$ cat config.mk
export PLATFORM = sky130hd
export DESIGN_NAME = minimax_mmio_monitor
export DESIGN_NICKNAME = d
export VERILOG_FILES = /design/src/rtl/minimax_mmio_monitor.sv
export SDC_FILE = /design/constraint.sdc
export NUM_CORES = 1
export LEC_CHECK = 0
export ABC_AREA = 0
export BUFFER_PORTS_ARGS = -buffer_cell sky130_fd_sc_hd__buf_2
export CAP_MARGIN = 20
export CORE_ASPECT_RATIO = 0.7
export CORE_MARGIN = 1.5
export CORE_UTILIZATION = 55
export CTS_CLUSTER_DIAMETER = 30
export CTS_CLUSTER_SIZE = 25
export DETAILED_ROUTE_END_ITERATION = 10
export GPL_ROUTABILITY_DRIVEN = 0
export PLACE_DENSITY = 0.76
export SKIP_CTS_REPAIR_TIMING = 1
export SYNTH_ARGS = -nofsm -noshare
export SYNTH_HDL_FRONTEND = slang
export SYNTH_SLANG_ARGS = --single-unit
$ cat constraint.sdc
create_clock -name clk -period 7.05 [get_ports clk]
set_clock_uncertainty 0.1 [all_clocks]
set_input_delay 1.41 -clock clk [delete_from_list [all_inputs] [get_ports clk]]
set_output_delay 1.41 -clock clk [all_outputs]
set_load 0.02 [all_outputs]
$ cat src/rtl/minimax_mmio_monitor.sv
// Memory-mapped monitor for the minimax data bus: console FIFO, exit register,
// free-running tick counter and watchdog, all decoded from one 32-byte window.
module minimax_mmio_monitor #(
    parameter logic [31:0] BASE       = 32'hFFFFFFE0,
    parameter int unsigned FIFO_DEPTH = 8,
    parameter int unsigned MAXTICKS   = 100000
) (
    input  logic        clk,
    input  logic        reset,
    input  logic [31:0] addr,
    input  logic [31:0] wdata,
    input  logic [3:0]  wmask,
    input  logic        rreq,
    output logic [31:0] rdata,
    output logic [31:0] con_data,
    output logic        con_valid,
    input  logic        con_ready,
    output logic        done,
    output logic [31:0] exit_code,
    output logic        timeout,
    output logic        dbg_state_o
);

    localparam int unsigned AW = (FIFO_DEPTH > 1) ? $clog2(FIFO_DEPTH) : 1;
    localparam int unsigned LW = AW + 1;

    localparam logic [4:0] OFF_TICKS   = 5'h10;
    localparam logic [4:0] OFF_STATUS  = 5'h14;
    localparam logic [4:0] OFF_CONSOLE = 5'h18;
    localparam logic [4:0] OFF_EXIT    = 5'h1C;

    localparam logic        WD_EN    = (MAXTICKS != 0);
    localparam logic [31:0] WD_LIMIT = (MAXTICKS == 0) ? 32'd0 : 32'(MAXTICKS - 1);

    typedef enum logic {
        S_RUN  = 1'b0,
        S_DONE = 1'b1
    } state_t;

    // ------------------------------------------------------------------
    // Bus decode
    // ------------------------------------------------------------------
    logic hit;
    logic wr;
    logic con_wr;
    logic exit_wr;

    assign hit     = (addr[31:5] == BASE[31:5]);
    assign wr      = hit && (wmask == 4'hf);
    assign con_wr  = wr && (addr[4:0] == OFF_CONSOLE);
    assign exit_wr = wr && (addr[4:0] == OFF_EXIT);

    // ------------------------------------------------------------------
    // State
    // ------------------------------------------------------------------
    state_t      state_q, state_d;
    logic [31:0] exit_code_q, exit_code_d;
    logic        timeout_q, timeout_d;
    logic [31:0] ticks_q, ticks_d;
    logic [31:0] rdata_q, rdata_d;
    logic        ovf_q, ovf_d;

    logic [31:0]   mem_q [FIFO_DEPTH];
    logic [AW-1:0] wr_ptr_q, wr_ptr_d;
    logic [AW-1:0] rd_ptr_q, rd_ptr_d;
    logic [LW-1:0] level_q, level_d;

    logic fifo_empty;
    logic fifo_full;
    logic push_req;
    logic push;
    logic pop;

    // ------------------------------------------------------------------
    // Tick counter (saturating, keeps running after done)
    // ------------------------------------------------------------------
    always_comb begin
        ticks_d = ticks_q;
        if (ticks_q != 32'hFFFFFFFF) begin
            ticks_d = ticks_q + 32'd1;
        end
    end

    // ------------------------------------------------------------------
    // Console FIFO
    // Stream handshake: a word transfers on any cycle where con_valid and
    // con_ready are both high; con_data holds the head until that happens.
    // ------------------------------------------------------------------
    assign fifo_empty = (level_q == '0);
    assign fifo_full  = (level_q == LW'(FIFO_DEPTH));
    assign pop        = !fifo_empty && con_ready;
    assign push_req   = con_wr && (state_q == S_RUN);
    // A full FIFO still accepts a word when the head leaves in the same cycle.
    assign push       = push_req && (!fifo_full || pop);

    always_comb begin
        wr_ptr_d = wr_ptr_q;
        rd_ptr_d = rd_ptr_q;
        level_d  = level_q;
        ovf_d    = ovf_q;
        if (push) begin
            wr_ptr_d = wr_ptr_q + AW'(1);
        end
        if (pop) begin
            rd_ptr_d = rd_ptr_q + AW'(1);
        end
        case ({push, pop})
            2'b10:   level_d = level_q + LW'(1);
            2'b01:   level_d = level_q - LW'(1);
            default: level_d = level_q;
        endcase
        if (push_req && fifo_full && !pop) begin
            ovf_d = 1'b1;
        end
    end

    // Storage carries no reset; the level counter alone defines what is valid.
    always_ff @(posedge clk) begin
        if (push) begin
            mem_q[wr_ptr_q] <= wdata;
        end
    end

    assign con_valid = !fifo_empty;
    assign con_data  = fifo_empty ? 32'd0 : mem_q[rd_ptr_q];

    // ------------------------------------------------------------------
    // Run/done state machine
    // ------------------------------------------------------------------
    always_comb begin
        state_d     = state_q;
        exit_code_d = exit_code_q;
        timeout_d   = timeout_q;
        case (state_q)
            S_RUN: begin
                if (exit_wr) begin
                    state_d     = S_DONE;
                    exit_code_d = wdata;
                    timeout_d   = 1'b0;
                end else if (WD_EN && (ticks_q >= WD_LIMIT)) begin
                    state_d     = S_DONE;
                    exit_code_d = 32'hFFFFFFFF;
                    timeout_d   = 1'b1;
                end
            end
            S_DONE: begin
                state_d = S_DONE;
            end
            default: begin
                state_d = S_RUN;
            end
        endcase
    end

    // ------------------------------------------------------------------
    // Register read path (value as of the request cycle)
    // ------------------------------------------------------------------
    logic [31:0] status_w;
    logic [31:0] rd_val;

    assign status_w = {ovf_q, 13'd0, fifo_full, fifo_empty, 16'(level_q)};

    always_comb begin
        rd_val = 32'd0;
        case (addr[4:0])
            OFF_TICKS:  rd_val = ticks_q;
            OFF_STATUS: rd_val = status_w;
            default:    rd_val = 32'd0;
        endcase
        rdata_d = (rreq && hit) ? rd_val : 32'd0;
    end

    // ------------------------------------------------------------------
    // Sequential state
    // ------------------------------------------------------------------
    always_ff @(posedge clk) begin
        if (reset) begin
            state_q     <= S_RUN;
            exit_code_q <= 32'd0;
            timeout_q   <= 1'b0;
            ticks_q     <= 32'd0;
            rdata_q     <= 32'd0;
            ovf_q       <= 1'b0;
            wr_ptr_q    <= '0;
            rd_ptr_q    <= '0;
            level_q     <= '0;
        end else begin
            state_q     <= state_d;
            exit_code_q <= exit_code_d;
            timeout_q   <= timeout_d;
            ticks_q     <= ticks_d;
            rdata_q     <= rdata_d;
            ovf_q       <= ovf_d;
            wr_ptr_q    <= wr_ptr_d;
            rd_ptr_q    <= rd_ptr_d;
            level_q     <= level_d;
        end
    end

    assign rdata       = rdata_q;
    assign done        = (state_q == S_DONE);
    assign exit_code   = exit_code_q;
    assign timeout     = timeout_q;
    assign dbg_state_o = state_q;

endmodule

Word level (Yosys, flattened, before mapping)

Memory sizes are Yosys's and may differ from the RTL's. A register that Yosys moved wholly into a read port is not among the register bits.
Cells that the tools add are included.

Register bits: 109
Bits in writable memories: 256
Input port bits: 72
Output and inout port bits: 100
Logic and storage cells: 60
Memories kept: 1

Memories:

| memory | depth | width | read ports | clocked after memory_dff | wr ports | RTL line | text |
|---|---|---|---|---|---|---|---|
| mem_q  | 8     | 32    | 1          | 1                        | 1        | 63       | `logic [31:0] mem_q [FIFO_DEPTH];` |

$add $sub $neg: 5
Magnitude comparators: 1
Equal/unequal tests: 10
Muxes and demuxes: 14
Bitwise gates (word level): 2
Reduce and logical (&&, ||, !) cells: 18

Operators with widths:

| operator                                                                 | number |
|---|---|
| 32-bit 2-to-1 mux                                                        | 3 |
| 32-bit case mux with 2 select lines                                      | 1 |
| 32-bit by 1-bit adder with 32-bit output (second input constant)         | 1 |
| 32-bit by 17-bit >= comparator with 1-bit output (second input constant) | 1 |
| 32-bit != test (second input constant)                                   | 1 |
| 27-bit == test (second input constant)                                   | 1 |
| 5-bit == test (second input constant)                                    | 4 |
| 1-bit logical AND                                                        | 9 |
| 4-bit == test (second input constant)                                    | 2 |
| 4-bit case mux with 2 select lines                                       | 1 |
| 3-bit by 1-bit adder with 3-bit output (second input constant)           | 2 |
| 1-bit 2-to-1 mux                                                         | 6 |
| 3-bit 2-to-1 mux                                                         | 2 |
| 4-bit by 1-bit adder with 4-bit output (second input constant)           | 1 |
| 4-bit logical NOT                                                        | 1 |
| 2-bit nonzero test                                                       | 2 |
| 4-bit by 1-bit subtractor with 4-bit output (second input constant)      | 1 |
| 1-bit logical NOT                                                        | 3 |
| 2-bit by 1-bit == test with 1-bit output (second input constant)         | 1 |
| 2-bit == test (second input constant)                                    | 1 |
| 1-bit NOT                                                                | 2 |
| 1-bit case mux with 2 select lines                                       | 1 |
| 2-bit AND reduction                                                      | 1 |
| 2-bit OR reduction                                                       | 1 |
| 1-bit logical OR                                                         | 1 |

Logic depth before layout (Yosys ltp)

Gate-level depths: netlist of the first run.

Depth after elaboration: 7
Depth in mapped cells: 12
Depth with buffers taken out: 11

Least setup slack after synthesis of the first run

No wires, ideal clock.

Path kind: input port to flip-flop
Start point: input addr[8]
End point: memory mem_q[0][0] (enable)
Data arrival time: 4.877 ns
Data required time: 6.489 ns
Path slack: 1.612 ns
Stages: 5
Cells stage by stage: nand4_1 nor4_1 nand4_1 or2_2 nor3_1

Cells in the longest elaborated chain, start to end: 7

Ends and longest elaborated chain:

| element                                | RTL line | text |
|---|---|---|
| start: declaration                     | 10       | `input logic [31:0] addr,` |
| 27-bit == test                         | 48       | `assign hit = (addr[31:5] == BASE[31:5]);` |
| 1-bit logical AND                      | 49       | `assign wr = hit && (wmask == 4'hf);` |
| 1-bit logical AND                      | 50       | `assign con_wr = wr && (addr[4:0] == OFF_CONSOLE);` |
| 1-bit logical AND                      | 92       | `assign push_req = con_wr && (state_q == S_RUN);` |
| 1-bit logical AND                      | 94       | `assign push = push_req && (!fifo_full \|\| pop);` |
| 1-bit 2-to-1 mux                       | 119      | `if (push) begin` |
| 1-bit 2-to-1 mux (not written as such) | 120      | `mem_q[wr_ptr_q] <= wdata;` |
| end: declaration                       | 63       |  |

Every way passes these cells.

==> results of run 1 <==
==> sequential cells by signal, summed over array words and instances, names as in the netlist, named ones only <==
register	flops
rdata	32
ovf_q	1
timeout	1
exit_code	32
dbg_state_o	1
wr_ptr_q	3
level_q	4
mem_q	256
ticks_q	32
rd_ptr_q	3
==> final cells by class <==
type / instances / area [um^2]
Tap cell: 331 / 414
Clock inverter: 40 / 392
Clock buffer: 50 / 1230
Multi-Input combinational cell: 478 / 4120
Inverter: 46 / 173
Timing Repair Buffer: 186 / 1060
Sequential cell: 368 / 9940
Fill cell: 1752 / 8360
==> cell families (layout without fill, tap and decap cells) <==
family / count (synthesis) / count (layout) / share of synthesized area
fa+ha+maj: 6 / 6 / 0.00575
xor+xnor: 8 / 8 / 0.00488
simple gates: 257 / 257 / 0.0931
buf+inv: 96 / 322 / 0.0269
flops: 368 / 368 / 0.691
compound gates: 94 / 94 / 0.0430
mux: 113 / 113 / 0.135
==> layout by cell type, fill, tap and decap left out, types with 4 or more instances in the layout <==
cell          n
a211oi_1     35
a21oi_1      27
and2_1       21
and3_1        5
buf_16        4
buf_2       171
buf_4         9
clkbuf_16    49
clkinv_1      5
clkinv_4     10
clkinv_8      4
clkinvlp_4    8
dfxtp_1     109
edfxtp_1    256
ha_1          5
inv_1        46
inv_6         7
mux2_2        8
mux2i_1      40
mux4_2       64
nand2_1      18
nand3_1      21
nand4_1      16
nor2_1       98
nor2_4        6
nor2b_1       6
nor3_1       10
nor4_1       10
o21ai_0      12
o31ai_1      10
or3_1        13
or4_1         9
xor2_1        6
==> metal layers <==
layer | routed length (um) | part of all wire | vias to the layer above
li1 | - | - | 3991
met1 | 14400 | 0.46 | 4297
met2 | 14200 | 0.46 | 267
met3 | 1900 | 0.061 | 43
met4 | 517 | 0.017 | 0
met5 | 0 | 0 | -
==> worst reg2reg max path: stages, from the launching register on <==
cell and delay, ns:
dfxtp_1 0.38, nor4_4 0.28, buf_4 0.44, inv_1 0.26
nand2_1 0.21, or2_2 0.16, inv_1 0.06, ha_1 0.28
a21o_1 0.18, a21oi_1 0.21, nand3_1 0.10, mux2i_1 0.15
mux2_2 0.34
==> power by group <==
| group | switching, mW | total [mW] | internal, mW |
|---|---|---|---|
| registers | 0.0503 | 2.36 | 2.31 |
| clock network | 0.987 | 2.38 | 1.39 |
| logic | 0.187 | 0.380 | 0.193 |
==> final timing paths <==
path | startpoint | to | slack, ns | depth (start not counted)
worst min-delay path | exit_code[0] | exit_code[0] | 0.35 | 2
worst min register to register | exit_code[0] | exit_code[0] | 0.35 | 2
worst max-delay path | flop | con_data[29] | 2.43 | 5
worst max register to register | level_q[3] | level_q[3] | 3.78 | 12
==> run metrics, run 1 <==
Post-Syn Nets=between 1000 and 1500; Layout Nets=roughly 1200; Max-cap violations=0; Syn Inst Count=about 940; status=complete, no violations; total CTS buffers=48; drt initial violations=a little under 800; Leak Pwr=6.03 nW; largest net degree at the start of global routing=87; core area=between 0.02 and 0.03 mm^2; Seq cells post-synth=around 370; Antenna Cells=0; met1 Use GR=0.358; Worst-Skew Late Latency=0.55 ns; IO Pins=between 150 and 200; largest buffer count on any clock path=3; crit share post-route=0.656; vias in the first global route=around 8300; Yosys top cell by area=edfxtp_1; num rows=49; Startpoint Class=flop; worst hold slack=approximately 0.35 ns; FFs w/ async S/R, synth=0; HPWL Detailed=approximately 18 mm; Crit. End Element=output port; die area=0.0271 mm^2; Port Buffers=171; Synth top cells by count=edfxtp_1 (256), dfxtp_1 (112), nor2_1 (104); clock-pin slew on the worst setup and hold paths=about 0.050 ns; Slew @ Worst Pin=approximately 1 ns; setup_tns=0 ns; drt total wl=~31 mm; Placed Cells=around 1400; fin crit period=4.62 ns; Top FF cell, synth=edfxtp_1; M3 GR Usage=0.0451; Buf/Inv on CP=2; Initial DRT Pass Iterations=5; Top delay family on crit path=flip-flops; final hold vios=0; Max Clk Rate=roughly 220 MHz; Slew headroom=0.337; CTS Sinks=368; layout cells sized above 1=0.313; Starting Density=0.559; Placed Area=0.0156 mm^2; routed via count=roughly 8600; DR vias/cell=approximately 5.7; WP data arrival=slightly above 3 ns; height of the chip=138 um; Pwr Total=slightly above 5 mW; H-tree depth=2; critical path class=flop to output port; Critical Path RT=5.54 ns; Chip Width=~200 um; Mapped Area=0.0144 mm^2; area delta synth->final=20.6%; post-layout util=0.675; Final Setup Violations=0; root cell of the clock tree=clkbuf_16; Worst path slowest cell=dfxtp_4; met2 usage=0.347; Seq/Total Area, Yosys=0.691; syn_area_per_cell=15.3 um^2; pre-CTS WS=2.45 ns; worst setup margin=2.43 ns; Final Cell Area=0.0173 mm^2; Synth area leaders=edfxtp_1 (53%), dfxtp_1 (16%), mux4_2 (10%), mux2i_1 (2.8%), nor2_1 (2.7%); worst stage delay on the critical path=around 0.90 ns; GR peak layer=met1; CP cell instances=buf_4 > mux4_2 > mux2i_1 > nor2_1 > buf_2; DRC Markers=0; unrepaired setup endpoints after global routing=false; synth warn=0; HP Class=flop to flop; Final Max Slew Viols=0; gr ovfl total=0; Synth top area share=0.535; Non-Filler Instances=around 1500; initial antenna violation count=0; top-count cell post-synth=edfxtp_1; clock tree from TritonCTS=built; GRT Overall Usage=0.235; Synth cell types=53; worst-path fanout max=between 40 and 50; VDD IR max=around 0.18 mV; Post-synth EDFFs=256; first-pass GRT wire length=between 40 and 50 mm; DR WL/cell=~21 um; P per Cell Area=about 300 mW/mm^2; Post-DRT Antenna Nets=0
Power figures use the tool's default switching activity.
==> run 2: changes to the inputs <==
==> constraint.sdc (replaced) <==
create_clock -name clk -period 4.5 [get_ports clk]
set_clock_uncertainty 0.1 [all_clocks]
set_input_delay 0.9 -clock clk [delete_from_list [all_inputs] [get_ports clk]]
set_output_delay 0.9 -clock clk [all_outputs]
set_load 0.02 [all_outputs]
==> run 2 against run 1 <==
Clock power grew 80%. Sequential cell count did not move. Die area unchanged. Worst setup slack lost 1.6 ns.
==> run metrics, run 2 (same netlist as run 1, synthesis figures left out) <==
status=complete, no violations; most frequent cells in the layout=edfxtp_1 (256), buf_2 (171), dfxtp_1 (109); switching share of power=0.232 (-0.00674); Post-DRT Antenna Nets=0 (unchanged); largest buffer count on any clock path=3 (unchanged); H-tree depth=2 (unchanged); IO Pins=172 (unchanged); HPWL Detailed=19.7 mm (+7.0%); Final Max Slew Viols=0 (unchanged); largest net degree at the start of global routing=87 (unchanged); height of the chip=138 um (unchanged); unrepaired setup endpoints after global routing=false; final hold vios=0 (unchanged); DR vias/cell=5.81 (+1.2%); gr ovfl total=0 (unchanged); Pwr Total=8.61 mW (+68%); Leak Pwr=6.19 nW (+2.7%); clock-pin slew on the worst setup and hold paths=0.06 ns (about the same); vias in the first global route=8722 (+4.5%); Initial DRT Pass Iterations=5 (unchanged); worst stage delay on the critical path=0.81 ns (-0.09 ns); Starting Density=0.559 (unchanged); number of flip-flops in the largest register=256 (unchanged); Chip Width=196 um (unchanged); GRT Overall Usage=0.243 (+0.00828); DRC Markers=0 (unchanged); P per Cell Area=488 mW/mm^2 (+65%); Final Setup Violations=0 (unchanged); met2 usage=0.365 (+0.0187); pre-CTS WS=0.693 ns (-1.76 ns); Largest Register=mem_q; crit share post-route=0.827; CTS Sinks=368 (unchanged); M3 GR Usage=0.0422 (-0.00293); Layout Nets=1218 (+1.0%); commonest non-fill, non-tap cell in the layout=edfxtp_1; initial antenna violation count=0 (unchanged); worst setup margin=0.780 ns (-1.65 ns); VDD IR max=0.309 mV (+71%); area delta synth->final=22.7%; DR WL/cell=21.2 um (+2.5%); Slew headroom=0.305 (-0.0322); met1 Use GR=0.371 (+0.0135); HP Class=flop to flop; drt total wl=32.1 mm (+3.6%); r2r setup slk=1.21 ns (-2.57 ns); Slew @ Worst Pin=1.04 ns (+0.0483 ns); worst-path fanout max=26 (-38%); GR peak layer=met1; cell internal pwr=6.61 mW (+70%); Max-cap violations=0 (unchanged); CP cell instances=buf_4 > mux4_2 > mux2i_1 > nor2_1 > buf_2; routed via count=8796 (+2.3%); worst hold slack=0.349 ns (-0.00178 ns); first-pass GRT wire length=50.5 mm (+4.4%); num rows=49 (unchanged); Crit. End Element=output port; Worst path slowest cell=dfxtp_2; filler instances=1716 (-2.1%); critical path class=flop to output port; Critical Path RT=3.50 ns (-2.04 ns); root cell of the clock tree=clkbuf_16; drt initial violations=795 (+3.1%); core area=0.0257 mm^2 (unchanged); WP data arrival=2.72 ns (-0.39 ns); total CTS buffers=52 (+8.3%); fin crit period=~3.7 ns; Port Buffers=171 (unchanged); layout cells sized above 1=0.324 (+0.0118); Sequential Power Share=0.424 (-0.038); die area=0.0271 mm^2 (unchanged); setup_tns=0 ns (unchanged); clock group share of total power=0.498 (+0.034); Max Clk Rate=between 200 and 300 MHz; logic gate share of total power=0.078 (+0.004); Worst-Skew Late Latency=0.55 ns (about the same); Antenna Cells=0 (unchanged); switching power=2.00 mW (+63%); Startpoint Class=flop; clock tree from TritonCTS=built
==> run 2: cell count changes in the layout (fill, tap and decap cells not counted), sizes merged <==
cell and delta:
inv +9, clkinvlp -3, buf +8, clkbuf +8, clkinv -11, bufinv +5
==> run 2: power groups by stage <==
stage,Sequential (mW),Combinational (mW),Clock [mW]
global route,3.65,0.724,4.50
finish,3.65,0.671,4.28
CTS,3.65,0.680,4.35
detailed placement,3.72,0.676,0
global placement,3.72,0.667,0
floorplan,3.71,0.480,0
==> run 2: worst max-delay path: cells and delay by family, from the launching register on <==
kind | cells | cell delay, ns
buffers and inverters | 2 | 0.67
DFF | 1 | 0.81
muxes | 2 | 0.61
and+or+nand+nor | 1 | 0.07
==> run 2: metrics by stage <==
stage / utilization / instance area [um^2] / std cells
finish: 0.687 / 17600 / 1515
global route: 0.687 / 17600 / 1515
CTS: 0.687 / 17600 / 1515
detailed placement: 0.613 / 15800 / 1417
global placement: 0.613 / 15800 / 1417
floorplan: - / 14400 / 942
==> run 2: area by class of cell <==
type	count	area [um^2]	share of cell area
clock buffers	58	1360	0.0773
repair buffers	194	1100	0.0626
inverters	46	173	0.00979
flip-flops and latches	368	9940	0.563
well taps	331	414	0.0235
clock inverters	40	515	0.0292
multi-input cells	478	4130	0.234
==> run 2: path summary, 6_finish.rpt <==
| kind | startpoint | depth (start not counted) | endpoint |
|---|---|---|---|
| hold reg to reg | exit_code[7] | 2 | exit_code[7] |
| setup reg to reg | level_q[3] | 12 | level_q[3] |
| setup / recovery | flop | 5 | con_data[31] |
| hold / removal | exit_code[7] | 2 | exit_code[7] |
==> run 2: routing by layer <==
metal  up-vias  wire length, um
met3        40             2320
met4         0              500
met1      4392            14500
met2       346            14800
met5         -                0
li1       4018                -
